$ cat src/rtl/fetch_unit_pkg.sv
// Shared types for the instruction fetch unit.
package fetch_unit_pkg;

  typedef enum logic [1:0] {
    S_IDLE    = 2'd0,
    S_WAIT    = 2'd1,
    S_DISCARD = 2'd2
  } state_t;

endpackage

$ cat src/rtl/fetch_unit_if.sv
// Redirect, ROM and decoder-side signals of the fetch unit.
interface fetch_unit_if #(
  parameter int BUS_WIDTH = 16
) ();
  logic                 redirect;
  logic [BUS_WIDTH-1:0] redirect_addr;
  logic                 rom_req;
  logic [BUS_WIDTH-1:0] rom_addr;
  logic                 rom_ack;
  logic [BUS_WIDTH-1:0] rom_data;
  logic [BUS_WIDTH-1:0] instr;
  logic [BUS_WIDTH-1:0] instr_pc;
  logic                 instr_valid;
  logic                 instr_ready;

  modport master (
    input  redirect, redirect_addr, rom_ack, rom_data, instr_ready,
    output rom_req, rom_addr, instr, instr_pc, instr_valid
  );

  modport slave (
    output redirect, redirect_addr, rom_ack, rom_data, instr_ready,
    input  rom_req, rom_addr, instr, instr_pc, instr_valid
  );
endinterface

$ cat src/rtl/inc.sv
// Modulo-2^WIDTH incrementer.
module inc #(
  parameter int WIDTH = 16
) (
  input  logic [WIDTH-1:0] a,
  output logic [WIDTH-1:0] y
);
  assign y = a + WIDTH'(1);
endmodule

$ cat src/rtl/fetch_unit.sv
// Sequential instruction prefetcher: one outstanding ROM read, small in-order buffer.
module fetch_unit
  import fetch_unit_pkg::*;
#(
  parameter int BUS_WIDTH = 16,
  parameter int DEPTH     = 2
) (
  input logic          clock,
  input logic          reset,
  fetch_unit_if.master bus
);
  localparam int AW = $clog2(DEPTH);
  localparam int CW = $clog2(DEPTH + 1);
  localparam logic [CW-1:0] FULL = CW'(DEPTH);

  state_t state, state_nxt;
  logic [BUS_WIDTH-1:0] fp, fp_nxt, fp_inc, addr_q, addr_nxt;
  logic                 req_q, req_nxt, push, flush, pop, valid;
  logic [AW-1:0]        head, tail;
  logic [CW-1:0]        count;
  logic [BUS_WIDTH-1:0] mem_instr [DEPTH];
  logic [BUS_WIDTH-1:0] mem_pc    [DEPTH];

  inc #(.WIDTH(BUS_WIDTH)) u_inc (.a(fp), .y(fp_inc));

  always_ff @(posedge clock) begin
    if (!reset) state <= S_IDLE;
    else        state <= state_nxt;
  end

  always_comb begin
    state_nxt = state;
    fp_nxt    = fp;
    req_nxt   = req_q;
    addr_nxt  = addr_q;
    push      = 1'b0;
    flush     = 1'b0;
    unique case (state)
      S_IDLE: begin
        if (bus.redirect) begin
          flush  = 1'b1;
          fp_nxt = bus.redirect_addr;
        end else if (count < FULL) begin
          req_nxt   = 1'b1;
          addr_nxt  = fp;
          state_nxt = S_WAIT;
        end
      end
      S_WAIT: begin
        if (bus.redirect) begin
          flush  = 1'b1;
          fp_nxt = bus.redirect_addr;
          // an unacked read cannot be withdrawn; its data is swallowed in DISCARD
          if (bus.rom_ack) begin
            req_nxt   = 1'b0;
            state_nxt = S_IDLE;
          end else begin
            state_nxt = S_DISCARD;
          end
        end else if (bus.rom_ack) begin
          push      = 1'b1;
          fp_nxt    = fp_inc;
          req_nxt   = 1'b0;
          state_nxt = S_IDLE;
        end
      end
      S_DISCARD: begin
        if (bus.redirect) begin
          flush  = 1'b1;
          fp_nxt = bus.redirect_addr;
        end
        if (bus.rom_ack) begin
          req_nxt   = 1'b0;
          state_nxt = S_IDLE;
        end
      end
      default: state_nxt = S_IDLE;
    endcase
  end

  assign valid = (count != '0);
  assign pop   = valid & bus.instr_ready & ~bus.redirect;

  always_ff @(posedge clock) begin
    if (!reset) begin
      fp     <= '0;
      req_q  <= 1'b0;
      addr_q <= '0;
      head   <= '0;
      tail   <= '0;
      count  <= '0;
    end else begin
      fp     <= fp_nxt;
      req_q  <= req_nxt;
      addr_q <= addr_nxt;
      if (flush) begin
        head  <= '0;
        tail  <= '0;
        count <= '0;
      end else begin
        if (push) tail <= tail + AW'(1);
        if (pop)  head <= head + AW'(1);
        count <= count + CW'(push) - CW'(pop);
      end
    end
  end

  // storage needs no reset: outputs are masked while the buffer is empty
  always_ff @(posedge clock) begin
    if (reset && push) begin
      mem_instr[tail] <= bus.rom_data;
      mem_pc[tail]    <= fp;
    end
  end

  assign bus.rom_req     = req_q;
  assign bus.rom_addr    = addr_q;
  assign bus.instr_valid = valid;
  assign bus.instr       = valid ? mem_instr[head] : '0;
  assign bus.instr_pc    = valid ? mem_pc[head]    : '0;

endmodule

$ cat src/flat_wrapper.sv
// flat-port wrapper written by rule: the top's interface ports become plain ports
module fetch_unit_flat import fetch_unit_pkg::*;
#(
  parameter int BUS_WIDTH = 16,
  parameter int DEPTH     = 2
)
  (clock, reset, bus_redirect, bus_redirect_addr, bus_rom_ack, bus_rom_data, bus_instr_ready, bus_rom_req, bus_rom_addr, bus_instr, bus_instr_pc, bus_instr_valid);
  fetch_unit_if #(.BUS_WIDTH(BUS_WIDTH)) bus_i ();
  input logic clock;
  input logic reset;
  input wire logic [$bits(bus_i.redirect)-1:0] bus_redirect;
  input wire logic [$bits(bus_i.redirect_addr)-1:0] bus_redirect_addr;
  input wire logic [$bits(bus_i.rom_ack)-1:0] bus_rom_ack;
  input wire logic [$bits(bus_i.rom_data)-1:0] bus_rom_data;
  input wire logic [$bits(bus_i.instr_ready)-1:0] bus_instr_ready;
  output wire logic [$bits(bus_i.rom_req)-1:0] bus_rom_req;
  output wire logic [$bits(bus_i.rom_addr)-1:0] bus_rom_addr;
  output wire logic [$bits(bus_i.instr)-1:0] bus_instr;
  output wire logic [$bits(bus_i.instr_pc)-1:0] bus_instr_pc;
  output wire logic [$bits(bus_i.instr_valid)-1:0] bus_instr_valid;
  assign bus_i.redirect = bus_redirect;
  assign bus_i.redirect_addr = bus_redirect_addr;
  assign bus_i.rom_ack = bus_rom_ack;
  assign bus_i.rom_data = bus_rom_data;
  assign bus_i.instr_ready = bus_instr_ready;
  assign bus_rom_req = bus_i.rom_req;
  assign bus_rom_addr = bus_i.rom_addr;
  assign bus_instr = bus_i.instr;
  assign bus_instr_pc = bus_i.instr_pc;
  assign bus_instr_valid = bus_i.instr_valid;
  fetch_unit #(.BUS_WIDTH(BUS_WIDTH), .DEPTH(DEPTH)) u_core (.clock(clock), .reset(reset), .bus(bus_i));
endmodule
$ cat config.mk
export PLATFORM = sky130hd
export DESIGN_NAME = fetch_unit_flat
export DESIGN_NICKNAME = d
export VERILOG_FILES = /design/src/rtl/fetch_unit_pkg.sv /design/src/rtl/fetch_unit_if.sv /design/src/rtl/inc.sv /design/src/rtl/fetch_unit.sv /design/src/flat_wrapper.sv
export SDC_FILE = /design/constraint.sdc
export NUM_CORES = 1
export LEC_CHECK = 0
export CORE_UTILIZATION = 52
export CTS_CLUSTER_SIZE = 16
export DETAILED_ROUTE_END_ITERATION = 8
export PLACE_DENSITY = 0.78
export SYNTH_ARGS = -nofsm -noshare
export SYNTH_HDL_FRONTEND = slang
export SYNTH_HIERARCHICAL = 1
export SYNTH_SLANG_ARGS = --single-unit
$ cat constraint.sdc
create_clock -name clock -period 4.36 [get_ports clock]
set_clock_uncertainty 0.15 [all_clocks]
set_input_delay 0.872 -clock clock [delete_from_list [all_inputs] [get_ports clock]]
set_output_delay 0.872 -clock clock [all_outputs]
set_load 0.01 [all_outputs]
Word-level counts from Yosys, hierarchy flattened:

Memories as Yosys holds them, arrays and structs flattened. A register that Yosys moved wholly into a read port is not among the register bits.
Index checks and enable logic that the tools add are counted.

* memories kept: 2
* memory bits (writable): 64
* flip-flop bits (word level): 39

Memories
* u_core.mem_instr: depth 2, bits a word 16, read ports 1, clocked after memory_dff 1, write ports 1, line fetch_unit.sv:21 `logic [BUS_WIDTH-1:0] mem_instr [DEPTH];`
* u_core.mem_pc: depth 2, bits a word 16, read ports 1, clocked after memory_dff 1, write ports 1, line fetch_unit.sv:22 `logic [BUS_WIDTH-1:0] mem_pc [DEPTH];`

* mux-type cells: 27
* equal/unequal tests: 7
* $lt $le $gt $ge: 1
* reductions and logical operators: 13
* bitwise logic cells: 4
* add/sub/neg operators: 5

Operators by type and width (number)
* 2-to-1 mux 16 bit: 5
* case mux 16 bit (2 select lines): 1
* adder 16 x 1 -> 16 bit (second input constant): 1
* 2-to-1 mux 1 bit: 14
* 2-to-1 mux 2 bit: 5
* inequality test 2 x 1 -> 1 bit (second input constant): 3
* case mux 2 bit (3 select lines): 1
* AND reduction 3 bit: 2
* nonzero test 2 bit: 3
* OR reduction 2 bit: 3
* AND reduction 4 bit: 1
* inequality test 3 bit (second input constant): 1
* OR reduction 3 bit: 1
* adder 1 bit (second input constant): 2
* adder 2 x 1 -> 2 bit: 1
* bitwise AND 1 bit: 2
* == test 2 x 1 -> 1 bit (second input constant): 1
* == test 2 bit (second input constant): 1
* logical NOT 2 bit: 1
* < comparator 2 bit (second input constant): 1
* inequality test 2 bit (second input constant): 1
* inverter 1 bit: 2
* case mux 1 bit (2 select lines): 1
* AND reduction 2 bit: 1
* 2 further kinds: 2

Depth between registers and ports, before layout:

* depth in word-level cells: 6
* depth in mapped cells: 9
* mapped depth without buffers: 8

Modules after synthesis:

The synthesis kept the hierarchy.

By module, submodules not included
* fetch_unit: cells each 345, instances 1, area an instance 4322.9 µm², seq. area each 2722.6 µm²
* inc: cells each 43, instances 1, area an instance 297.8 µm², seq. area each 0.0 µm²

Least setup slack after synthesis:

OpenSTA, ideal clock, no wires.

* path kind: input port to flip-flop
* start point: in bus_redirect
* end point: mem u_core.mem_instr[0][0] (enable)
* path slack: 1025 ps
* stages: 5
* data required time: 3789 ps
* path buffers: 2
* arrival: 2764 ps
* cell sequence: buf_6 and3b_1 clkbuf_1 nand2_1 nor2_1

* word-level cells in the longest chain between the ends: 5

RTL lines
* start: declaration: line flat_wrapper.sv:11 `input wire logic [$bits(bus_i.redirect)-1:0] bus_redirect;`
* 2-to-1 mux 1 bit: line fetch_unit.sv:50 `if (bus.redirect) begin`
* 2-to-1 mux 1 bit: line fetch_unit.sv:38 `unique case (state)`
* via u_core.push: line fetch_unit.sv:18 `logic req_q, req_nxt, push, flush, pop, valid;`
* logical AND 1 bit: line fetch_unit.sv:110 `if (reset && push) begin`
* 2-to-1 mux 1 bit: line fetch_unit.sv:110
* 2-to-1 mux 1 bit (not written as such): line fetch_unit.sv:111 `mem_instr[tail] <= bus.rom_data;`
* end: declaration: line fetch_unit.sv:21

The timed path passes the listed nets, and every way through them passes these cells.

==> flow_summary.json <==
{
  "drt_iter0_drc": 204,
  "worstSkewPairLatency_ns": 0.35,
  "drcViolationCount": 0,
  "finalMaxSlewViolations": 0,
  "start_kind": "register",
  "buffer_ports.inserted": 86,
  "synth_fp_nets": 433,
  "die_w_um": 96.27,
  "syn_to_final_growth_pct": 24.40,
  "place_hpwl_um": 6481,
  "viasPerCell": 5.513,
  "clockRootBuffer": "clkbuf_8",
  "power_frac_comb_pct": 9.8,
  "slew_headroom_pct": 31.46,
  "status": "finished, final reports clean",
  "postCtsResizedCells": 0,
  "gp_congestion": 0.8847,
  "post-route-period-util_pct": 75.01,
  "gr-total-overflow": 0,
  "rows": 34,
  "power_leakage_uw": 0.001887,
  "final_area_um2": 5748,
  "fin_nets": 511,
  "routedWlPerCell_um": 16.25,
  "cp.required_ns": 3.34,
  "clkPwrFrac_pct": 31.6,
  "min_period_ns": 3.270,
  "hold_slack_ns": 0.3122,
  "worst_slew_pin_slew_ns": 1.024,
  "grt_max_degree": 34,
  "grt_use_total_pct": 21.40,
  "max_cap_viol_count": 0,
  "power.switching_uw": 462.5,
  "setup_violations": 0,
  "sw_frac_of_total_pct": 24.30,
  "clockBufferDepth": 2,
  "max-vdd-ir-drop_mv": 0.1732,
  "synth_seq_cells": 104,
  "io_pins": 87,
  "grt_pass1_vias": 3023,
  "yosysUniqueCellTypes": 37,
  "worstHoldPathType": "reg -> reg",
  "grt_pass1_wl_um": 14940,
  "dieArea_um2": 9267,
  "fmaxAchievable_mhz": 305.8,
  "seq_area_frac_synth_pct": 58.92,
  "h-tree-depth": 3,
  "p_int_uw": 1441,
  "die_h_um": 96.27,
  "power_frac_seq_pct": 58.7,
  "path_clk_slew_ns": 0.10,
  "diodes": 0,
  "place_area_um2": 5547,
  "yosys_warnings": 6,
  "hold_buffers": 0,
  "worstSetupEndpointType": "output pin",
  "tritoncts": "built",
  "crit_fanout": 32,
  "antenna_found_initial": 0,
  "core_um2": 8678,
  "initial_utilization_pct": 53.24,
  "power_density_nw_per_um2": 331.1,
  "num_vias": 3192,
  "hold_viol_final": 0,
  "clock_sinks": 104,
  "syn-cell-area_um2": 4621,
  "syn_avg_cell_area_um2": 11.91,
  "cts_made_buffers": 9,
  "setup_tns_ns": 0,
  "layout-drive-gt1-share_pct": 8.493,
  "first_pass_iters": 4,
  "antenna_left": 0,
  "critical_path_class": "reg -> out",
  "post-cts-setup-buffer-count": 0,
  "rsz0062_at_grt": "no",
  "crit_arrival_ns": 2.25,
  "synth_cells": 388,
  "drt_wl_total_um": 9408
}
path summary, 6_finish.rpt:
kind                           start                 endpoint  slack [ns]  depth (start not counted)
max reg2reg          u_core/state[1]            u_core/fp[10]        2.03                          5
min          u_core/bus.rom_addr[13]  u_core/bus.rom_addr[13]        0.31                          2
max                         register          bus_instr_pc[0]        1.09                          3
min reg2reg  u_core/bus.rom_addr[13]  u_core/bus.rom_addr[13]        0.31                          2
final cells by class:
type	count	area, µm²
Clock inverter	7	77.57
Tap cell	108	135.1
Fill cell	659	2930
Clock buffer	9	123.9
Inverter	10	37.54
Sequential cell	104	2724
Timing Repair Buffer	93	913.4
Multi-Input combinational cell	248	1737
logic make-up (layout without fill, tap and decap cells):
logic type / count (synthesis) / in the layout / share of synthesized area (%)
compound gates: 63 / 63 / 9.992
xor+xnor: 17 / 17 / 3.222
fa+ha+maj: 8 / 8 / 2.166
buf+inv: 36 / 119 / 3.601
flops: 104 / 104 / 58.92
mux: 48 / 48 / 10.40
simple gates: 112 / 112 / 11.70
layer usage:
layer	up-vias	GRT usage, %	wire [µm]
met5	-	0	0
met1	1543	28.78	4173
met2	81	35.64	4717
met3	6	3.318	442
li1	1562	-	-
met4	0	6.468	74
per-stage QoR:
step / total power (µW) / util [%] / instances / setup slack, ns
floorplan: 1232 / - / 388 / 1.025
global placement: 1317 / 63.91 / 563 / 1.281
detailed placement: 1324 / 63.91 / 563 / 1.189
CTS: 1917 / 66.23 / 579 / 1.005
global route: 1976 / 66.23 / 579 / 0.9344
finish: 1903 / 66.23 / 579 / 1.090
power groups by stage:
stage	clock network, µW	registers [µW]	logic (µW)
2_1_floorplan	0	1130	106
3_3_place_gp	0	1140	181
3_5_place_dp	0	1140	186
4_1_cts	615	1120	187
5_1_grt	653	1120	202
6_report	601	1120	186
synth_stat cells (all sizes together):
library cell | number | area (µm²)
or3b | 2 | 17.52
nand3 | 5 | 30.03
mux2i | 48 | 480.5
a21oi | 20 | 100.1
nand2 | 39 | 146.4
nor3 | 8 | 51.30
ha | 8 | 100.1
dfxtp | 40 | 800.8
a211oi | 32 | 290.3
nor2 | 39 | 146.4
or3 | 1 | 6.260
inv | 10 | 37.54
buf | 15 | 87.58
nor2b | 3 | 18.77
and3b | 1 | 8.760
nand4 | 4 | 40.04
a221oi | 1 | 8.760
edfxtp | 64 | 1922
xnor2 | 8 | 70.07
clkbuf | 11 | 41.29
nor3b | 1 | 12.51
nor4 | 4 | 31.28
a21o | 1 | 7.510
and3 | 3 | 18.77
o21a | 2 | 15.01
o21ai | 5 | 25.02
o211ai | 2 | 15.01
xor2 | 9 | 78.83
nand2b | 2 | 12.51
cell usage in the layout (no fill, tap or decap), types with 2 or more instances in the layout:
| master | synthesis | routed |
|---|---|---|
| nor2b_1 | 3 | 3 |
| o211ai_1 | 2 | 2 |
| a21oi_1 | 20 | 20 |
| nand2b_1 | 2 | 2 |
| nor4_1 | 3 | 3 |
| o21a_1 | 2 | 2 |
| nand4_1 | 3 | 3 |
| nor2_2 | 0 | 2 |
| nand3_1 | 4 | 4 |
| inv_1 | 10 | 10 |
| edfxtp_1 | 64 | 64 |
| xor2_1 | 9 | 9 |
| mux2i_1 | 48 | 48 |
| nand2_1 | 39 | 39 |
| clkdlybuf4s50_1 | 0 | 86 |
| clkbuf_8 | 0 | 9 |
| o21ai_0 | 5 | 5 |
| a211oi_2 | 10 | 10 |
| ha_1 | 8 | 8 |
| xnor2_1 | 8 | 8 |
| a211oi_1 | 22 | 22 |
| nor2_1 | 39 | 37 |
| buf_4 | 0 | 7 |
| and3_1 | 3 | 3 |
| nor3_1 | 7 | 7 |
| or3b_1 | 2 | 2 |
| inv_8 | 0 | 2 |
| dfxtp_1 | 40 | 39 |
sequential cells by signal (all words and copies together) (netlist names), named ones only:
signal,count
u_core/bus.rom_req,1
u_core/fp,16
u_core/tail,1
u_core/mem_pc,32
u_core/head,1
u_core/count,2
u_core/mem_instr,32
u_core/state,2
u_core/bus.rom_addr,16
critical path, stage by stage (launching register included):
cell	delay, ns
dfxtp_2	1.00
mux2i_1	0.20
nor2_1	0.13
clkdlybuf4s50_1	0.54
Power figures use the tool's default switching activity.
